[config.mk]
export PLATFORM = sky130hd
export DESIGN_NAME = upload_rr_burst
export DESIGN_NICKNAME = d
export VERILOG_FILES = /design/src/rtl/upload_rr_burst.sv
export SDC_FILE = /design/constraint.sdc
export NUM_CORES = 1
export LEC_CHECK = 0
export CORE_ASPECT_RATIO = 0.5
export CORE_MARGIN = 2
export CORE_UTILIZATION = 49
export CTS_CLUSTER_SIZE = 20
export DETAILED_ROUTE_END_ITERATION = 6
export GPL_ROUTABILITY_DRIVEN = 1
export GPL_TIMING_DRIVEN = 0
export PLACE_DENSITY = 0.79
export SYNTH_ARGS = -nofsm -noshare
export SYNTH_HDL_FRONTEND = slang
export SYNTH_SLANG_ARGS = --single-unit
[constraint.sdc]
create_clock -name clk -period 2.2 [get_ports clk]
set_input_delay 0.44 -clock clk [delete_from_list [all_inputs] [get_ports clk]]
set_output_delay 0.44 -clock clk [all_outputs]
set_load 0.01 [all_outputs]
[src/rtl/upload_rr_burst.sv]
// upload_rr_burst: drains N_CH read FIFOs into one USB-FIFO transmit port, round-robin with bounded bursts.
// Optional feature: define UPLOAD_STATS_EN to add the 32-bit word_cnt output.
module upload_rr_burst #(
  parameter int DATA_W  = 8,
  parameter int N_CH    = 2,
  parameter int BURST   = 16,
  parameter int RD_LAT  = 1,
  parameter int WR_CYC  = 2,
  parameter int GAP_CYC = 3,
  localparam int CH_W   = (N_CH > 1) ? $clog2(N_CH) : 1
) (
  input  logic                     clk,
  input  logic                     rst,
  input  logic [N_CH-1:0]          fifo_empty,
  input  logic [N_CH*DATA_W-1:0]   fifo_dout,
  output logic [N_CH-1:0]          fifo_rd_en,
  input  logic                     txe_n,
  output logic [DATA_W-1:0]        ft_data,
  output logic                     ft_valid,
  output logic [CH_W-1:0]          cur_ch,
  output logic                     busy
`ifdef UPLOAD_STATS_EN
  ,
  output logic [31:0]              word_cnt
`endif
);

  localparam int BCNT_W  = $clog2(BURST + 1);
  localparam int CNT_MAX = (RD_LAT > WR_CYC) ? ((RD_LAT > GAP_CYC) ? RD_LAT : GAP_CYC)
                                             : ((WR_CYC > GAP_CYC) ? WR_CYC : GAP_CYC);
  localparam int CNT_W   = $clog2(CNT_MAX + 1);

  typedef enum logic [2:0] {
    S_IDLE = 3'd0,
    S_RD   = 3'd1,
    S_WT   = 3'd2,
    S_STB  = 3'd3,
    S_GAP  = 3'd4
  } state_t;

  state_t              state_r;
  logic [N_CH-1:0]     rd_en_r;
  logic [DATA_W-1:0]   ft_data_r;
  logic                ft_valid_r;
  logic [CH_W-1:0]     cur_ch_r;
  logic                busy_r;
  logic [CH_W-1:0]     rr_ptr_r;
  logic [BCNT_W-1:0]   burst_cnt_r;
  logic [BCNT_W-1:0]   burst_nxt_s;
  logic [CNT_W-1:0]    cnt_r;
  logic                txe_meta_r;
  logic                txe_sync_r;
  logic                txe_prev_r;
  logic                tx_ok_s;
  logic                grant_vld_s;
  logic [CH_W-1:0]     grant_ch_s;
  logic [DATA_W-1:0]   dout_arr_s [N_CH];
`ifdef UPLOAD_STATS_EN
  logic [31:0]         word_cnt_r;
  assign word_cnt = word_cnt_r;
`endif

  function automatic logic [CH_W-1:0] wrap_ch(input int v);
    return CH_W'(v % N_CH);
  endfunction

  function automatic logic [N_CH-1:0] ch_onehot(input logic [CH_W-1:0] ch);
    logic [N_CH-1:0] v;
    v     = {N_CH{1'b0}};
    v[ch] = 1'b1;
    return v;
  endfunction

  for (genvar k = 0; k < N_CH; k++) begin : g_dout
    assign dout_arr_s[k] = fifo_dout[k*DATA_W +: DATA_W];
  end

  assign tx_ok_s     = ~txe_sync_r & ~txe_prev_r;
  assign burst_nxt_s = burst_cnt_r + BCNT_W'(1);

  assign fifo_rd_en = rd_en_r;
  assign ft_data    = ft_data_r;
  assign ft_valid   = ft_valid_r;
  assign cur_ch     = cur_ch_r;
  assign busy       = busy_r;

  // Two-flop synchroniser for txe_n plus a history flop so space must be seen on two cycles
  always_ff @(posedge clk) begin
    if (rst) begin
      txe_meta_r <= 1'b1;
      txe_sync_r <= 1'b1;
      txe_prev_r <= 1'b1;
    end else begin
      txe_meta_r <= txe_n;
      txe_sync_r <= txe_meta_r;
      txe_prev_r <= txe_sync_r;
    end
  end

  // Round-robin scan from rr_ptr+1; descending loop so the nearest candidate wins
  always_comb begin
    grant_vld_s = 1'b0;
    grant_ch_s  = {CH_W{1'b0}};
    for (int i = N_CH; i >= 1; i--) begin
      grant_vld_s = grant_vld_s | ~fifo_empty[wrap_ch(int'(rr_ptr_r) + i)];
      grant_ch_s  = fifo_empty[wrap_ch(int'(rr_ptr_r) + i)] ? grant_ch_s
                                                             : wrap_ch(int'(rr_ptr_r) + i);
    end
  end

  // Upload FSM with registered strobes, data and status
  always_ff @(posedge clk) begin
    if (rst) begin
      state_r     <= S_IDLE;
      rd_en_r     <= {N_CH{1'b0}};
      ft_data_r   <= {DATA_W{1'b0}};
      ft_valid_r  <= 1'b0;
      cur_ch_r    <= {CH_W{1'b0}};
      busy_r      <= 1'b0;
      rr_ptr_r    <= CH_W'(N_CH - 1);
      burst_cnt_r <= {BCNT_W{1'b0}};
      cnt_r       <= {CNT_W{1'b0}};
`ifdef UPLOAD_STATS_EN
      word_cnt_r  <= 32'd0;
`endif
    end else begin
      case (state_r)
        S_IDLE: begin
          if (tx_ok_s && grant_vld_s) begin
            state_r     <= S_RD;
            cur_ch_r    <= grant_ch_s;
            burst_cnt_r <= {BCNT_W{1'b0}};
            rd_en_r     <= ch_onehot(grant_ch_s);
            busy_r      <= 1'b1;
          end else begin
            rd_en_r     <= {N_CH{1'b0}};
            busy_r      <= 1'b0;
          end
        end
        S_RD: begin
          rd_en_r <= {N_CH{1'b0}};
          cnt_r   <= CNT_W'(RD_LAT - 1);
          state_r <= S_WT;
        end
        S_WT: begin
          if (cnt_r == CNT_W'(0)) begin
            ft_data_r  <= dout_arr_s[cur_ch_r];
            ft_valid_r <= 1'b1;
            cnt_r      <= CNT_W'(WR_CYC - 1);
            state_r    <= S_STB;
`ifdef UPLOAD_STATS_EN
            word_cnt_r <= word_cnt_r + 32'd1;
`endif
          end else begin
            cnt_r <= cnt_r - CNT_W'(1);
          end
        end
        S_STB: begin
          if (cnt_r == CNT_W'(0)) begin
            ft_valid_r <= 1'b0;
            cnt_r      <= CNT_W'(GAP_CYC - 1);
            state_r    <= S_GAP;
          end else begin
            cnt_r <= cnt_r - CNT_W'(1);
          end
        end
        S_GAP: begin
          if (cnt_r == CNT_W'(0)) begin
            burst_cnt_r <= burst_nxt_s;
            // Stay on the channel only while budget, data and space all remain
            if ((burst_nxt_s < BCNT_W'(BURST)) && !fifo_empty[cur_ch_r] && tx_ok_s) begin
              rd_en_r <= ch_onehot(cur_ch_r);
              state_r <= S_RD;
            end else begin
              rr_ptr_r <= cur_ch_r;
              busy_r   <= 1'b0;
              state_r  <= S_IDLE;
            end
          end else begin
            cnt_r <= cnt_r - CNT_W'(1);
          end
        end
        default: begin
          state_r    <= S_IDLE;
          rd_en_r    <= {N_CH{1'b0}};
          ft_valid_r <= 1'b0;
          busy_r     <= 1'b0;
        end
      endcase
    end
  end

endmodule

==> impl_metrics.yaml, run 1 <==
drt:
  wl_per_cell_um: 13.3
  dr.max_layer_used: "met4"
  met3_length_um: 194
  drt_first_pass_iters: 4
  drt-total-wl_um: 3150
  viasPerCell: 5.53
  wl_met1_um: 1490
  postRouteAntennaNets: 0
  met2_length_um: 1450
  via_count: 1310
  post-route-drc-count: 0
  drt_iter0_drc: 99
yosys:
  yosys_warnings: 0
  synth_area_leaders: "dfxtp_1 (37%), mux2i_1 (9.0%), a211oi_1 (4.7%)"
  netlist_instances: 163
  synth_seq_area_share_pct: 37.4
  syn-num-nets: 188
  synthFlopType: "dfxtp_1"
  mappedNetlistArea_um2: 1440
  postSynthAreaPerCell_um2: 8.86
  synth_top_area_share_pct: 37.4
  synth-edff-count: 0
  synth_most_common_cell: "dfxtp_1"
  synth_area_leader_cell: "dfxtp_1"
  synth-seq-cells: 27
  synth_commonest_cells: "dfxtp_1 (27), nor2_1 (16), mux2i_1 (13)"
  synthDistinctLibCells: 46
  synthArstFlopShare_pct: 0
clock_tree:
  clk_latency_ps: 280
  h-tree-depth: 1
  clock-sinks: 27
  postCtsSetupRepairBufs: 0
  ctsResizeCount: 0
  hold_buffers: 0
  cts-root-buf: "clkbuf_8"
  path_clk_slew_ps: 100
  cts_tree: "yes"
  cts_buffers: 3
  clk_path_buf_depth: 2
die:
  die_w_um: 80.8
  start_util_pct: 53.5
  placementRows: 13
  core_area_um2: 2700
  die_area_um2: 3420
  ios: 34
  die_h_um: 42.4
final_layout:
  diodes: 0
  nNetsFinal: 226
  fillers: 235
  drive_gt1_share_pct: 12.5
  area_delta_synth_final_pct: 29.5
timing:
  hold_viol: 0
  tightest_slew_ps: 535
  fmax_ghz: 0.533
  period_share_pct: 85.3
  setup_slack_ps: 323
  finalMaxSlewViolations: 0
  period_minus_slack_ps: 1880
  rsz0062_at_grt: "no"
  finClkSkew_ps: 2.98
  slew_headroom_pct: 64.4
  setup_viol: 0
  tns_ps: 0
setup_path:
  cp_max_fo: 6
  start_kind: "primary input"
  worstPathRequired_ps: 2420
  reg2regPathDepth: 8
  r2r_setup_slack_ps: 350
  arrival_ps: 2100
  endpoint_kind: "flop"
  cp-startpoint: "fifo_empty[1]"
  r2r_end: "ft_data[2]"
  setup.worst_path.class: "primary input to flop"
  reg2reg_from: "cnt_r[0]"
min_path:
  min_path_cells: 1
  hp-start: "txe_meta_r"
  holdPathEnd: "txe_sync_r"
  hp-class: "flop to flop"
power:
  ir_drop_uv: 397
  power_leakage_uw: 0.000669
  power.density_nw_per_um2: 817
placed_design:
  io_buffers: 33
  gp_congestion: 0.822
  post-place-ws_ps: 27.6
  dp_hpwl_um: 2420
run:
  maxCapViolCount: 0
global_route:
  grt_pass1_wl_um: 5300
  grt_max_degree: 17
  grt_usage_pct: 20.1
  grt-ovfl-total: 0
  antenna_found_initial: 0
  grt_pass1_vias: 1189
status:
  outcome: "complete, no violations"
==> area by class of cell <==
class	instances	area, um2	share of cell area (%)
Tap cell	37	46.3	2.48
Buffer	11	51.3	2.74
Timing Repair Buffer	33	330	17.7
Sequential cell	27	541	28.9
Inverter	4	15.0	0.803
Multi-Input combinational cell	121	837	44.8
Clock buffer	3	41.3	2.21
Clock inverter	1	7.51	0.402
==> stage by stage <==
stage | instance area [um2] | utilization (%) | power [uW] | instances | hold slack [ps]
after floorplan | 1440 | - | 1010 | 163 | 389
after global placement | 1820 | 67.4 | 1230 | 233 | 393
after detailed placement | 1820 | 67.4 | 1240 | 233 | 401
after CTS | 1870 | 69.2 | 1530 | 237 | 422
after global routing | 1870 | 69.2 | 1630 | 237 | 435
final | 1870 | 69.2 | 1530 | 237 | 418
==> cell usage in the layout (no fill, tap or decap), types with 2 or more instances in the layout <==
| cell | count |
|---|---|
| a211oi_1 | 9 |
| a21oi_1 | 7 |
| a31oi_1 | 2 |
| and2_1 | 2 |
| and3_1 | 2 |
| buf_2 | 7 |
| clkbuf_1 | 3 |
| clkbuf_8 | 3 |
| clkdlybuf4s50_1 | 33 |
| dfxtp_1 | 27 |
| ha_1 | 4 |
| inv_1 | 4 |
| mux2i_1 | 13 |
| nand2_1 | 11 |
| nand2b_1 | 4 |
| nand3_1 | 6 |
| nor2_1 | 16 |
| nor2b_1 | 2 |
| nor3_1 | 4 |
| o211ai_1 | 2 |
| o21ai_0 | 4 |
| or2_2 | 3 |
| or3_1 | 4 |
| xor2_1 | 3 |
==> registers in the layout, summed over array words and instances (netlist names) <==
signal / flops
ft_data: 8
state_r: 3
txe_sync_r: 1
ft_valid: 1
fifo_rd_en: 2
txe_meta_r: 1
busy: 1
rr_ptr_r: 1
burst_cnt_r: 5
txe_prev_r: 1
cnt_r: 2
cur_ch: 1
==> layer usage <==
| metal | vias up | global-route usage [%] |
|---|---|---|
| met2 | 39 | 34.0 |
| met3 | 2 | 5.60 |
| met1 | 611 | 25.8 |
| met5 | - | 0 |
| li1 | 658 | - |
| met4 | 0 | 4.07 |
==> worst max-delay path by stage <==
stage,endpoint,slack (ps)
after floorplan,ft_data[2],650
after global placement,cur_ch,50
after detailed placement,cur_ch,30
after CTS,cur_ch,320
after global routing,ft_data[3],170
final,cur_ch,320
==> logic make-up (layout without fill, tap and decap cells) <==
| family | count (synthesis) | in the layout | share of synthesized area [%] |
|---|---|---|---|
| compound gates | 37 | 37 | 19.7 |
| xor+xnor | 4 | 4 | 2.43 |
| fa+ha+maj | 4 | 4 | 3.47 |
| buf+inv | 15 | 52 | 4.59 |
| flops | 27 | 27 | 37.4 |
| mux | 13 | 13 | 9.01 |
| simple gates | 63 | 63 | 23.4 |
==> critical path, stage by stage <==
cell and delay [ps]:
clkdlybuf4s50_1 540, a2111oi_4 510, nand2_2 150, or3_1 350, a21oi_2 110
==> report_power, final <==
| group | switching, uW | internal (uW) |
|---|---|---|
| Sequential | 61.7 | 568 |
| Combinational | 315 | 287 |
| Clock | 167 | 129 |
| Total | 544 | 984 |
(Power assumes the default switching activity.)
==> run 2: changes to the inputs <==
--- a/config.mk
+++ b/config.mk
@@ -5,14 +5,16 @@
 export SDC_FILE = /design/constraint.sdc
 export NUM_CORES = 1
 export LEC_CHECK = 0
+export ABC_AREA = 1
 export CORE_ASPECT_RATIO = 0.5
 export CORE_MARGIN = 2
-export CORE_UTILIZATION = 49
+export CORE_UTILIZATION = 48
 export CTS_CLUSTER_SIZE = 20
 export DETAILED_ROUTE_END_ITERATION = 6
 export GPL_ROUTABILITY_DRIVEN = 1
 export GPL_TIMING_DRIVEN = 0
-export PLACE_DENSITY = 0.79
+export PLACE_DENSITY = 0.78
+export SLEW_MARGIN = 5
 export SYNTH_ARGS = -nofsm -noshare
 export SYNTH_HDL_FRONTEND = slang
 export SYNTH_SLANG_ARGS = --single-unit
==> impl_metrics.yaml, run 2 <==
status:
  outcome: "complete, no violations"
setup_path:
  critPathTopFamily: "buffers and inverters"
  setup.worst_path.class: "flop to output port"
  r2r_setup_slack_ps: 770
  max_stage_delay_ps: 560
  path_buf_inv: 1
  endpoint_kind: "output port"
  crit_path_top_delay_cell: "clkdlybuf4s50_1"
  cp_max_fo: 5
  worstPathRequired_ps: 1760
  arrival_ps: 1250
  crit_path_cell_trace: "clkdlybuf4s50_1"
  start_kind: "flop"
yosys:
  synthArstFlopShare_pct: 0
  yosys.area_share.simple_pct: 33.6
  synth_area_leaders: "dfxtp_1 (39%), nand2_1 (18%), nand3_1 (6.2%)"
  netlist_instances: 201
  synth-seq-cells: 27
  synthDistinctLibCells: 22
  synthFlopType: "dfxtp_1"
  synth_top_area_share_pct: 39.2
  synth_compound_area_share_pct: 14.1
  synth_xor_area_share_pct: 0.635
  synth_commonest_cells: "nand2_1 (65), dfxtp_1 (27), inv_1 (19)"
  postSynthAreaPerCell_um2: 6.86
  synth.area.mux_share_pct: 0
  synth_most_common_cell: "nand2_1"
  mappedNetlistArea_um2: 1380
  synthAdderAreaFrac_pct: 3.63
  synth-edff-count: 0
  yosys_warnings: 0
  syn-num-nets: 226
  synth_seq_area_share_pct: 39.2
  synth_top_family_by_area: "simple AND/OR/NAND/NOR gates"
  synth_area_leader_cell: "dfxtp_1"
power:
  intPower_uw: 1030
  power_leakage_uw: 0.000774
  power.density_nw_per_um2: 914
  pwr-share-clk_pct: 17.6
  ir_drop_uv: 587
  p_seq_share_pct: 40.2
  p_total_uw: 1650
  combPwrFrac_pct: 42.2
  swShare_pct: 37.3
  net-switching-power_uw: 615
drt:
  post-route-drc-count: 0
  drt_first_pass_iters: 4
  via_count: 1372
  postRouteAntennaNets: 0
  drt-total-wl_um: 3120
  viasPerCell: 4.99
  drt_iter0_drc: 47
  wl_per_cell_um: 11.3
timing:
  period_share_pct: 76.7
  slew_headroom_pct: 68.6
  hold_viol: 0
  period_minus_slack_ps: 1690
  tns_ps: 0
  fmax_ghz: 0.593
  setup_viol: 0
  finalMaxSlewViolations: 0
  rsz0062_at_grt: "no"
  finClkSkew_ps: 5.22
  tightest_slew_ps: 471
min_path:
  hp-class: "flop to flop"
die:
  die_h_um: 41.9
  ios: 34
  die_w_um: 79.8
  die_area_um2: 3340
  placementRows: 13
  core_area_um2: 2670
  start_util_pct: 51.7
final_layout:
  fillers: 236
  largest_reg_flops: 8
  area_delta_synth_final_pct: 30.9
  drive_gt1_share_pct: 9.24
  mostFrequentLayoutCells: "nand2_1 (65), clkdlybuf4s50_1 (33), dfxtp_1 (27)"
  layout_commonest_cell: "nand2_1"
  nNetsFinal: 264
  diodes: 0
clock_tree:
  postCtsSetupRepairBufs: 0
  cts-root-buf: "clkbuf_8"
  clk_path_buf_depth: 2
  cts_tree: "yes"
  cts_buffers: 3
  path_clk_slew_ps: 100
  clk_latency_ps: 280
  hold_buffers: 0
  clock-sinks: 27
  h-tree-depth: 1
  ctsResizeCount: 0
global_route:
  grt-ovfl-total: 0
  grt_pass1_vias: 1238
  antenna_found_initial: 0
  grt_max_degree: 17
  grt_usage_pct: 20.7
  grt_pass1_wl_um: 5400
placed_design:
  gp_congestion: 0.946
  dp_hpwl_um: 2330
  io_buffers: 33
run:
  maxCapViolCount: 0
[run 2: cell types whose count changed after synthesis, sizes merged, moves of 6 or more]
cell    delta
nand2     +55
inv       +20
mux2i     -13
nand3     +11
a211oi     -9
a31oi      +6
buf        -6
o21ai      +6
[run 2: layout make-up]
cell class	count	area (um2)	area share [%]
plain buffers	4	32.5	1.80
clock buffers	3	41.3	2.29
clock inverters	1	7.51	0.416
inverters	24	90.1	4.99
multi-input cells	146	716	39.7
flip-flops and latches	27	541	30.0
well taps	37	46.3	2.57
repair buffers	33	330	18.3
[run 2: cell families after synthesis]
kind of cell / after synthesis
AND/OR/NAND/NOR: 107
AO/OA/AOI/OAI: 34
buffers and inverters: 28
flip-flops: 27
adder cells (fa/ha/maj): 4
XOR/XNOR: 1
[run 2: per-layer routing]
metal	global-route usage (%)	vias up	wire [um]
met3	6.09	0	212
met4	4.07	0	0
li1	-	723	-
met2	31.8	47	1320
met5	0	-	0
met1	29.1	602	1590
[run 2: path summary, 6_finish.rpt]
path | from | to | cells after the start
max | cur_ch | cur_ch | 1
min | txe_meta_r | txe_sync_r | 1
max reg2reg | cnt_r[0] | ft_data[3] | 7
min reg2reg | txe_meta_r | txe_sync_r | 1
[run 2: power groups by stage]
stage | Combinational [uW] | Sequential [uW] | Clock, uW
3_3_place_gp | 677 | 669 | 0
4_1_cts | 691 | 661 | 299
5_1_grt | 771 | 676 | 323
2_1_floorplan | 390 | 694 | 0
6_report | 696 | 663 | 290
3_5_place_dp | 688 | 669 | 0
[run 2: stage by stage]
step / worst slack, ps / hold WS [ps] / util [%] / std cells / area [um2]
finish: 513 / 420 / 67.6 / 275 / 1800
detailed placement: 511 / 400 / 65.8 / 271 / 1760
global placement: 524 / 392 / 65.8 / 271 / 1760
global route: 445 / 449 / 67.6 / 275 / 1800
CTS: 502 / 424 / 67.6 / 275 / 1800
floorplan: 986 / 389 / - / 201 / 1380
==> run 3: changes to the inputs <==
--- a/config.mk
+++ b/config.mk
@@ -8,12 +8,12 @@
 export ABC_AREA = 1
 export CORE_ASPECT_RATIO = 0.5
 export CORE_MARGIN = 2
-export CORE_UTILIZATION = 48
+export CORE_UTILIZATION = 44
 export CTS_CLUSTER_SIZE = 20
 export DETAILED_ROUTE_END_ITERATION = 6
 export GPL_ROUTABILITY_DRIVEN = 1
 export GPL_TIMING_DRIVEN = 0
-export PLACE_DENSITY = 0.78
+export PLACE_DENSITY = 0.75
 export SLEW_MARGIN = 5
 export SYNTH_ARGS = -nofsm -noshare
 export SYNTH_HDL_FRONTEND = slang
==> constraint.sdc (replaced) <==
create_clock -name clk -period 1.36 [get_ports clk]
set_input_delay 0.272 -clock clk [delete_from_list [all_inputs] [get_ports clk]]
set_output_delay 0.272 -clock clk [all_outputs]
set_load 0.01 [all_outputs]
==> impl_metrics.yaml, run 3 (synthesis gave the netlist of run 2 again) <==
power:
  power.density_nw_per_um2: 1420
  p_seq_share_pct: 40.1
  pwr-share-clk_pct: 17.4
  intPower_uw: 1640
  p_total_uw: 2690
  power_leakage_uw: 0.000861
  combPwrFrac_pct: 42.6
  ir_drop_uv: 927
  swShare_pct: 38.9
  net-switching-power_uw: 1050
final_layout:
  multi_input_area_um2: 783
  fillers: 280
  drive_gt1_share_pct: 18.6
  final_cells: 282
  area_delta_synth_final_pct: 37.0
  largest_reg_flops: 8
  nNetsFinal: 268
  layout.area.seq_um2: 553
  mostFrequentLayoutCells: "nand2_1 (63), clkdlybuf4s50_1 (20), dfxtp_1 (19)"
  layout_commonest_cell: "nand2_1"
  diodes: 0
clock_tree:
  cts_buffers: 3
  clk_path_buf_depth: 2
  cts-root-buf: "clkbuf_8"
  clk_latency_ps: 280
  h-tree-depth: 1
  hold_buffers: 0
  clock-sinks: 27
  cts_tree: "yes"
  path_clk_slew_ps: 100
global_route:
  grt_usage_pct: 18.7
  grt-ovfl-total: 0
  grt_max_degree: 16
  grt_pass1_vias: 1278
  antenna_found_initial: 0
  grt_pass1_wl_um: 5450
setup_path:
  start_kind: "flop"
  setup.worst_path.class: "flop to flop"
  reg2reg_from: "state_r[0]"
  cp-startpoint: "state_r[0]"
  endpoint_kind: "flop"
  r2r_setup_slack_ps: 80
  r2r_end: "burst_cnt_r[0]"
  cp_max_fo: 7
  arrival_ps: 1460
  reg2regPathDepth: 8
  worstPathRequired_ps: 1540
min_path:
  hp-start: "txe_meta_r"
  min_path_cells: 1
  hp-class: "flop to flop"
  holdPathEnd: "txe_sync_r"
drt:
  post-route-drc-count: 0
  via_count: 1414
  drt-total-wl_um: 3300
  drt_first_pass_iters: 4
  postRouteAntennaNets: 0
  wl_per_cell_um: 11.7
  viasPerCell: 5.01
  drt_iter0_drc: 119
status:
  outcome: "complete, no violations"
placed_design:
  dp_cells: 274
  dp_hpwl_um: 2360
  gp_congestion: 0.841
  io_buffers: 33
timing:
  period_minus_slack_ps: 1280
  tns_ps: 0
  setup_viol: 0
  fmax_ghz: 0.780
  finClkSkew_ps: 4.73
  finalMaxSlewViolations: 0
  slew_headroom_pct: 66.1
  tightest_slew_ps: 508
  period_share_pct: 94.3
  hold_viol: 0
die:
  die_h_um: 43.6
  start_util_pct: 46.0
  die_area_um2: 3620
  core_area_um2: 3000
  die_w_um: 83.2
  placementRows: 14
  ios: 34
run:
  maxCapViolCount: 0
-- run 3: repair_timing --
action | CTS | global route
setup endpoints to repair | 30 | 21
gates cloned | 1 | 1
resized for setup | 18 | 20
pin swaps | 1 | 2
setup buffers | 2 | 0
-- run 3: worst max path at each step --
stage | endpoint | slack (ps)
2_1_floorplan | fifo_rd_en[0] | 150
6_report | burst_cnt_r[0] | 80
5_1_grt | burst_cnt_r[0] | -30
3_3_place_gp | burst_cnt_r[0] | -130
4_1_cts | burst_cnt_r[0] | 6
3_5_place_dp | burst_cnt_r[0] | -160
-- run 3: layout make-up --
class / count / area share, %
Buffer: 4 / 1.72
Clock inverter: 1 / 0.265
Multi-Input combinational cell: 147 / 41.5
Tap cell: 40 / 2.65
Inverter: 24 / 4.77
Timing Repair Buffer: 36 / 17.7
Sequential cell: 27 / 29.3
Clock buffer: 3 / 2.19
-- run 3: stage by stage --
| step | utilization, % | hold slack (ps) | worst slack [ps] | area (um2) |
|---|---|---|---|---|
| 5_1_grt | 63.1 | 460 | -30.0 | 1890 |
| 3_3_place_gp | 58.7 | 394 | -132 | 1760 |
| 2_1_floorplan | - | 376 | 146 | 1380 |
| 3_5_place_dp | 58.7 | 414 | -164 | 1760 |
| 6_report | 63.1 | 433 | 77.3 | 1890 |
| 4_1_cts | 60.6 | 440 | 6.43 | 1820 |
-- run 3: power by group through the flow --
stage | Sequential, uW | Clock (uW) | Combinational [uW]
detailed placement | 1080 | 0 | 1100
global route | 1110 | 496 | 1290
finish | 1080 | 467 | 1140
CTS | 1060 | 465 | 1050
floorplan | 1120 | 0 | 631
global placement | 1080 | 0 | 1090
-- run 3: layer usage --
layer	track usage [%]	share of wire (%)	wire length [um]	vias up
met1	24.0	47	1540	642
met4	3.93	0.64	21	0
li1	-	-	-	733
met3	5.52	5.5	181	2
met2	31.9	47	1560	37
met5	0	0	0	-
-- run 3: critical path, stage by stage, from the launching register on --
cell      delay [ps]
dfxtp_2          380
nor2_4           160
nand2_2          120
nor2_4           160
inv_2             70
nand2_1          100
nand2_1           70
o211ai_1          80
inv_1             60
